$ cat src/rtl/if_stage_if.sv
// ---------------------------------------------------------------------------
// if_stage_if: instruction-memory fetch bus between if_stage and imem.
//   imem_req   fetch request (stays high with a stable address until ready)
//   imem_addr  word-aligned fetch address
//   imem_ready memory accepts the request and returns imem_rdata this cycle
//   imem_rdata fetched instruction word
// master: fetch stage side; slave: instruction memory side.
// ---------------------------------------------------------------------------
interface if_stage_if;
    localparam int unsigned XLEN = 32;

    logic            imem_req;
    logic [XLEN-1:0] imem_addr;
    logic            imem_ready;
    logic [XLEN-1:0] imem_rdata;

    modport master (
        output imem_req,
        output imem_addr,
        input  imem_ready,
        input  imem_rdata
    );

    modport slave (
        input  imem_req,
        input  imem_addr,
        output imem_ready,
        output imem_rdata
    );
endinterface

$ cat src/rtl/if_stage.sv
// ---------------------------------------------------------------------------
// if_stage: instruction fetch stage plus IF/ID pipeline register.
//
// Owns the PC, fetches one word per cycle from instruction memory over a
// req/ready handshake, and latches {instruction, PC+4} into IF/ID. Opcode
// (if_instr[31:26]) feeds the main control unit directly. Decode stalls are
// absorbed by a one-word skid buffer; taken branches and jumps flush IF/ID.
//
// Ports:
//   clk, reset          clock, asynchronous active-high reset
//   stall               decode hazard: hold PC and IF/ID
//   branch_taken/target taken beq redirect (wins over jump)
//   jump/jump_target    j redirect
//   imem (master)       fetch bus: imem_req, imem_addr, imem_ready, imem_rdata
//   if_instr, if_pc4    IF/ID instruction and PC+4
//   if_valid            IF/ID holds a real instruction
//   opcode              if_instr[31:26]
//
// Optional build macro IF_STATS_EN adds saturating counters:
//   fetch_count         IF/ID loads with a valid instruction
//   bubble_count        clocks with if_valid=0 after reset release
// ---------------------------------------------------------------------------
module if_stage #(
    parameter logic [31:0] RESET_PC = 32'h0000_0000,
    parameter logic [31:0] NOP_WORD = 32'h0000_0000
) (
    input  logic              clk,
    input  logic              reset,
    input  logic              stall,
    input  logic              branch_taken,
    input  logic [31:0]       branch_target,
    input  logic              jump,
    input  logic [31:0]       jump_target,
    if_stage_if.master        imem,
    output logic [31:0]       if_instr,
    output logic [31:0]       if_pc4,
    output logic              if_valid,
    output logic [5:0]        opcode
`ifdef IF_STATS_EN
    ,
    output logic [31:0]       fetch_count,
    output logic [31:0]       bubble_count
`endif
);
    localparam int unsigned XLEN  = 32;
    localparam int unsigned OPW   = 6;
    localparam logic [XLEN-1:0] ALIGN_MASK = ~XLEN'(3);
    localparam logic [XLEN-1:0] PC_STEP    = XLEN'(4);

    typedef enum logic [1:0] {
        FETCH = 2'd0,   // request outstanding
        HELD  = 2'd1,   // word parked in skid buffer during a stall
        DRAIN = 2'd2    // waiting out a request made stale by a redirect
    } state_t;

    state_t          state_q, state_n;
    logic [XLEN-1:0] pc_q, pc_n;
    logic [XLEN-1:0] skid_q, skid_n;
    logic [XLEN-1:0] pend_q, pend_n;
    logic [XLEN-1:0] instr_n, pc4_n;
    logic            valid_n;

    logic            redirect;
    logic [XLEN-1:0] target;
    logic [XLEN-1:0] pc_plus4;
    logic            load;
    logic [XLEN-1:0] load_word;
    logic            flush;

    // Redirect selection: branch beats jump; low two bits are forced to zero.
    always_comb begin
        redirect = branch_taken | jump;
        target   = (branch_taken ? branch_target : jump_target) & ALIGN_MASK;
        pc_plus4 = pc_q + PC_STEP;  // wraps modulo 2^32
    end

    // Next-state and datapath control.
    always_comb begin
        state_n   = state_q;
        pc_n      = pc_q;
        skid_n    = skid_q;
        pend_n    = pend_q;
        instr_n   = if_instr;
        pc4_n     = if_pc4;
        valid_n   = if_valid;
        load      = 1'b0;
        load_word = skid_q;
        flush     = 1'b0;

        unique case (state_q)
            FETCH: begin
                if (redirect) begin
                    flush = 1'b1;
                    if (imem.imem_ready) begin
                        pc_n = target;
                    end else begin
                        // Request must stay stable; remember where to go.
                        pend_n  = target;
                        state_n = DRAIN;
                    end
                end else if (imem.imem_ready) begin
                    if (stall) begin
                        skid_n  = imem.imem_rdata;
                        state_n = HELD;
                    end else begin
                        load      = 1'b1;
                        load_word = imem.imem_rdata;
                    end
                end
            end

            HELD: begin
                if (redirect) begin
                    flush   = 1'b1;
                    pc_n    = target;
                    state_n = FETCH;
                end else if (!stall) begin
                    load      = 1'b1;
                    load_word = skid_q;
                    state_n   = FETCH;
                end
            end

            DRAIN: begin
                if (redirect) begin
                    flush = 1'b1;
                end
                if (imem.imem_ready) begin
                    pc_n    = redirect ? target : pend_q;
                    state_n = FETCH;
                end else if (redirect) begin
                    pend_n = target;
                end
            end

            default: begin
                state_n = FETCH;
            end
        endcase

        // IF/ID load advances the PC by one word.
        if (load) begin
            instr_n = load_word;
            pc4_n   = pc_plus4;
            valid_n = 1'b1;
            pc_n    = pc_plus4;
        end

        if (flush) begin
            instr_n = NOP_WORD;
            pc4_n   = '0;
            valid_n = 1'b0;
        end
    end

    // State register.
    always_ff @(posedge clk or posedge reset) begin
        if (reset) begin
            state_q <= FETCH;
        end else begin
            state_q <= state_n;
        end
    end

    // PC, skid buffer, pending target and IF/ID register.
    always_ff @(posedge clk or posedge reset) begin
        if (reset) begin
            pc_q     <= RESET_PC & ALIGN_MASK;
            skid_q   <= '0;
            pend_q   <= '0;
            if_instr <= NOP_WORD;
            if_pc4   <= '0;
            if_valid <= 1'b0;
        end else begin
            pc_q     <= pc_n;
            skid_q   <= skid_n;
            pend_q   <= pend_n;
            if_instr <= instr_n;
            if_pc4   <= pc4_n;
            if_valid <= valid_n;
        end
    end

    // Request drops immediately under reset so an in-flight fetch is abandoned.
    assign imem.imem_req  = ~reset & (state_q != HELD);
    assign imem.imem_addr = pc_q;
    assign opcode         = if_instr[XLEN-1 -: OPW];

`ifdef IF_STATS_EN
    // Saturating activity counters.
    always_ff @(posedge clk or posedge reset) begin
        if (reset) begin
            fetch_count  <= '0;
            bubble_count <= '0;
        end else begin
            if (load && !flush && (fetch_count != '1)) begin
                fetch_count <= fetch_count + 32'd1;
            end
            if (!if_valid && (bubble_count != '1)) begin
                bubble_count <= bubble_count + 32'd1;
            end
        end
    end
`endif

    // Handshake: an unaccepted request keeps req high and addr stable.
    property p_req_stable;
        @(posedge clk) disable iff (reset)
            (imem.imem_req && !imem.imem_ready) |=> (imem.imem_req && $stable(imem.imem_addr));
    endproperty
    a_req_stable: assert property (p_req_stable);

endmodule

$ cat src/flat_wrapper.sv
// flat-port wrapper written by rule: the top's interface ports become plain ports
module if_stage_flat 
#(
    parameter logic [31:0] RESET_PC = 32'h0000_0000,
    parameter logic [31:0] NOP_WORD = 32'h0000_0000
)
  (clk, reset, stall, branch_taken, branch_target, jump, jump_target, if_instr, if_pc4, if_valid, opcode, imem_imem_req, imem_imem_addr, imem_imem_ready, imem_imem_rdata);
  if_stage_if imem_i ();
  input  logic clk;
  input  logic reset;
  input  logic stall;
  input  logic branch_taken;
  input  logic [31:0] branch_target;
  input  logic jump;
  input  logic [31:0] jump_target;
  output logic [31:0] if_instr;
  output logic [31:0] if_pc4;
  output logic if_valid;
  output logic [5:0] opcode;
  output wire logic [$bits(imem_i.imem_req)-1:0] imem_imem_req;
  output wire logic [$bits(imem_i.imem_addr)-1:0] imem_imem_addr;
  input wire logic [$bits(imem_i.imem_ready)-1:0] imem_imem_ready;
  input wire logic [$bits(imem_i.imem_rdata)-1:0] imem_imem_rdata;
  assign imem_imem_req = imem_i.imem_req;
  assign imem_imem_addr = imem_i.imem_addr;
  assign imem_i.imem_ready = imem_imem_ready;
  assign imem_i.imem_rdata = imem_imem_rdata;
  if_stage #(.RESET_PC(RESET_PC), .NOP_WORD(NOP_WORD)) u_core (.clk(clk), .reset(reset), .stall(stall), .branch_taken(branch_taken), .branch_target(branch_target), .jump(jump), .jump_target(jump_target), .imem(imem_i), .if_instr(if_instr), .if_pc4(if_pc4), .if_valid(if_valid), .opcode(opcode));
endmodule
$ cat config.mk
export PLATFORM = sky130hd
export DESIGN_NAME = if_stage_flat
export DESIGN_NICKNAME = d
export VERILOG_FILES = /design/src/rtl/if_stage_if.sv /design/src/rtl/if_stage.sv /design/src/flat_wrapper.sv
export SDC_FILE = /design/constraint.sdc
export NUM_CORES = 1
export LEC_CHECK = 0
export ABC_AREA = 1
export BUFFER_PORTS_ARGS = -buffer_cell sky130_fd_sc_hd__buf_2
export CAP_MARGIN = 20
export CELL_PAD_IN_SITES_DETAIL_PLACEMENT = 1
export CELL_PAD_IN_SITES_GLOBAL_PLACEMENT = 1
export CORE_AREA = 10 10 154 156
export DETAILED_ROUTE_END_ITERATION = 16
export DIE_AREA = 0 0 164 166
export PLACE_DENSITY = 0.86
export SETUP_SLACK_MARGIN = 0.15
export SLEW_MARGIN = 0
export SYNTH_ARGS = -nofsm -noshare
export SYNTH_HDL_FRONTEND = slang
export SYNTH_SLANG_ARGS = --single-unit
$ cat constraint.sdc
create_clock -name clk -period 15.3 [get_ports clk]
set_input_delay 2.295 -clock clk [delete_from_list [all_inputs] [get_ports clk]]
set_output_delay 2.295 -clock clk [all_outputs]
set_load 0.05 [all_outputs]
=== Word level (Yosys, flattened, before mapping) ===
Index checks and enable logic that the tools add are counted.

* Multiplexer cells: 37
* $add $sub $neg: 1
* Reductions and logical operators: 9
* Eq/ne operators: 15
* Bitwise logic cells: 4

{| class="wikitable"
|+ Operators with widths
! cell !! number
|-
| 32-bit 2-to-1 mux || 18
|-
| 32-bit one-hot mux with 3 select lines || 1
|-
| 32-bit one-hot mux with 2 select lines || 1
|-
| 32-bit by 3-bit adder with 32-bit output (second input constant) || 1
|-
| 3-bit by 2-bit != test with 1-bit output (second input constant) || 5
|-
| 2-bit 2-to-1 mux || 7
|-
| 5-bit AND reduction || 2
|-
| 1-bit 2-to-1 mux || 8
|-
| 4-bit AND reduction || 2
|-
| 2-bit != test (second input constant) || 3
|-
| 3-bit by 1-bit != test with 1-bit output (second input constant) || 2
|-
| 2-bit one-hot mux with 3 select lines || 1
|-
| 2-bit by 1-bit != test with 1-bit output (second input constant) || 2
|-
| 2-bit nonzero test || 2
|-
| 4-bit nonzero test || 1
|-
| 3-bit != test (second input constant) || 1
|-
| 3-bit OR reduction || 1
|-
| 2-bit by 1-bit == test with 1-bit output (second input constant) || 1
|-
| 2-bit == test (second input constant) || 1
|-
| 2-bit logical NOT || 1
|-
| 1-bit inverter || 2
|-
| 1-bit one-hot mux with 2 select lines || 1
|-
| 1-bit AND || 1
|-
| 1-bit OR || 1
|}

* Bits of input ports: 102
* Word-level logic and storage cells: 73
* Register bits after elaboration: 163

=== Logic depth before layout (Yosys ltp) ===
* Depth in word-level cells: 6
* Mapped depth: 10
* Gate-level depth less buffers: 10

=== Least setup slack after synthesis ===
Ideal clock, no wire load.

* Kind: input -> output
* Start point: in reset
* End point: out imem_imem_req
* Slack: 10,056 ps
* Buffers on the path: 0
* Stages: 1
* Arrival: 2,949 ps
* Path through: nor2_1

* Cells in the longest elaborated chain, start to end: 2

{| class="wikitable"
|+ RTL lines
! element !! RTL line !! text
|-
| start, declared || flat_wrapper.sv:10 || <nowiki>input logic reset;</nowiki>
|-
| 1-bit inverter || if_stage.sv:185 || <nowiki>assign imem.imem_req = ~reset & (state_q != HELD);</nowiki>
|-
| 1-bit AND || if_stage.sv:185 ||
|-
| end, declared || flat_wrapper.sv:20 || <nowiki>output wire logic [$bits(imem_i.imem_req)-1:0] imem_imem_req;</nowiki>
|}

Every way passes these cells.

=== Worst setup path in the final report ===
Same ends and word-level chain as after synthesis.

==> impl_results.md <==
* Global-route wire length before repair at approximately 45 mm
* Commonest non-fill, non-tap cells in the layout: 425 x nand2_1, 201 x buf_2, 163 x dfrtp_1
* Number of buffers added by the clock tree synthesis step at 17
* Design Area, Final at ~10,000 um2
* Top Ports at between 200 and 250
* Maximum clock frequency at ~200 MHz
* Number of register bits inferred by synthesis at around 160
* Fraction of layout cells with a size suffix above 1 at 19.5%
* Synth top area share at between 40 and 50%
* Reg-to-Reg End: u_core.imem.imem_addr[13]
* Layout Utilization at between 40 and 50%
* Top cells by area, synth: dfrtp_1 49%, nand2_1 19%, o21ai_0 7.3%, nor2_1 5.8%, inv_1 4.1%
* Total Negative Setup Slacks at 0 ns
* Height of the die at ~170 um
* Half-perimeter wire length of the detailed placement result at 20.1 mm
* Worst R2R Path Depth at 8
* TritonCTS clock tree: yes
* Leakage at about 0.0054 uW
* Drt pass-1 iters at 5
* Data arrival, critical path at approximately 2.8 ns
* Power dissipated by switching net loads at between 400 and 500 uW
* Most common cell after layout, fill and taps aside: nand2_1
* FF-to-FF Start: u_core.state_q[0]
* Final period demand of the worst path at between 5 and 6 ns
* Post-synth net total at ~1,200
* M3 GR Usage at around 4.8%
* Number of sinks driven by the clock tree at 163
* Number of setup buffers added after CTS at 0
* CORE AREA at around 21,000 um2
* Via count of the first global-routing pass at roughly 8,400
* Relative contribution of combinational cells to total power at approximately 23%
* RSZ-0062 raised after global routing: false
* Clock-pin slew on the worst setup and hold paths at 0.08 ns
* Finish-stage setup viols at 0
* Kind of end point of the critical path: output port
* Number of different library cells in the post-synthesis netlist at 28
* Maximum fanout along the worst path at 2
* Class of the most critical hold timing path: flip-flop to flip-flop
* Post-Place Setup Slack at 10.21 ns
* Fin. Hold Viols at 0
* Ys Warns at 0
* Total track usage at around a fifth
* Via count at just over 8,000
* Setup crit start kind: input port
* Routed wirelength normalized by instance count at 17.3 um
* Insertion delay of the later-clocked pin in the worst-skew pair at 0.45 ns
* WHS Endpoint: u_core.if_pc4[10]
* Count of filler cells inserted in the layout at between 2,000 and 3,000
* Number of instances resized during post-cts repair at 0
* Number of instances in the synthesized netlist at about 1,100
* Total DRC errors in the routed layout at 0
* Power Internal at between 700 and 800 uW
* Proportion of power drawn by flip-flops and latches at 42.2%
* Register area share after synthesis at about half
* Final critical-path share of the clock period at around a third
* Number of buffers added to fix hold violations after cts at 0
* Aggregate routed wire length at 27.7 mm
* Largest vdd supply drop at roughly 76 uV
* Post-Synthesis Cell Area at 8280 um2
* Clock skew after layout at 0.0171 ns
* Fin worst setup slack at 10.23 ns
* Via density at between 5 and 6
* Count of max-cap constraint violations at 0
* Pin count of the biggest net entering global routing at slightly below 100
* Std cell rows at 53
* Area Overhead vs Synth at 20.9%
* NumNets Final at 1,416
* Actual slew at the worst max-slew pin at around 0.96 ns
* Number of antenna violations at the first check in global routing at 2
* Share of synthesized registers carrying an async set or reset at 100%
* Critical path data required time at roughly 13 ns
* Met1 track utilization from global routing at roughly a quarter
* Count of buffers from port buffering at roughly 200
* Starting utilization of the core area at about 40%
* Average cell area after synthesis at roughly 7.2 um2
* Yosys top cell by area: dfrtp_1
* Category of the most critical setup path: input port to output port
* Final weighted congestion in routability-driven placement at between 0.8 and 0.9
* Clock group share of total power at 35.1%
* Dominant synthesized flop cell: dfrtp_1
* Area of the die at between 20,000 and 30,000 um2
* Count of cells along the worst hold path at 2
* Normalized max-slew margin at between 30% and 40%
* Number of violations reported at the end of detailed-routing iteration 0 at ~640
* Final Slew Violations at 0
* Total grt overflow at 0
* Status: complete, no violations
* Number of nets with antenna violations after routing at 0
* Chip width at roughly 160 um
* H-tree depth at 4
* Power density cells at between 100 and 150 nW/um2
* M2 GR Usage at between 30% and 40%
* Register-to-register path setup slack at approximately 13 ns
* Hold Crit Start: u_core.if_pc4[10]
* Placed instance area at about 9400 um2
* Switching share of power at ~37%
* Max Buffers Root-to-Sink at 2
* Post-synth EDFFs at 0
* Most Used Layer, Global Route: met2
* Clk Tree Root Cell: clkbuf_16
per-layer routing:
| metal | wire length (um) | vias to the layer above |
|---|---|---|
| li1 | - | 3930 |
| met1 | 12100 | 3988 |
| met2 | 13700 | 194 |
| met3 | 1550 | 33 |
| met4 | 415 | 2 |
| met5 | 18 | - |
Yosys cell counts (2+ instances only):
cell      instances
nand2_1         425
dfrtp_1         163
nor2_1          127
o21ai_0         120
inv_1            91
nand3_1          54
a21oi_1          35
clkbuf_1         25
buf_2            24
nor2b_1          16
o21ai_1          16
buf_4             9
a31oi_1           7
nand4_1           5
or2_2             5
nor2_2            4
inv_2             3
nand3b_1          3
a21boi_0          2
nor2_4            2
o21bai_1          2
state kept, by name, indices dropped and copies added, names as in the netlist:
register and flops:
u_core.skid_q 32, u_core.if_pc4 32, u_core.pend_q 32, u_core.if_valid 1, u_core.imem.imem_addr 32, u_core.if_instr 32
u_core.state_q 2
cell type report:
class                   instances  area, um2  area share [%]
diodes                          1       2.50          0.0250
clock buffers                  17        425            4.25
clock inverters                15        180            1.80
inverters                      94        358            3.57
multi-input cells             830       3570            35.7
flip-flops and latches        163       4080            40.7
well taps                     275        344            3.44
repair buffers                207       1050            10.5
stage by stage:
stage	power, uW	cells	hold slack, ns
2_1_floorplan	723	1145	0.448
3_3_place_gp	799	1569	0.450
5_1_grt	1310	1602	0.491
6_report	1240	1602	0.470
3_5_place_dp	812	1569	0.454
4_1_cts	1250	1601	0.473
cells by family after synthesis:
logic type	after synthesis	synth area share, %
AOI/OAI and AO/OA	184	11.4
and+or+nand+nor	644	31.4
xor gates and xnor gates	1	0.106
buffers and inverters	152	7.66
DFF	163	49.3
adders and majority gates	1	0.151
power by group through the flow:
stage                     logic, uW  registers, uW  clock network [uW]
after floorplan                 132            591                   0
after global placement          270            528                   0
after detailed placement        281            531                   0
after CTS                       285            524                 443
after global routing            315            532                 463
final                           282            524                 436
worst max-delay path by stage:
stage	startpoint	to	cells after the start
final	reset	imem_imem_req	3
after global routing	reset	imem_imem_req	3
after CTS	reset	imem_imem_req	3
after detailed placement	branch_taken	u_core.pend_q[26]	7
after global placement	reset	imem_imem_req	3
after floorplan	reset	u_core.if_instr[0]	1
critical path, stage by stage:
cell and delay [ns]:
buf_2 0.13, nor2_1 0.09, buf_2 0.26
(Power assumes the default switching activity.)
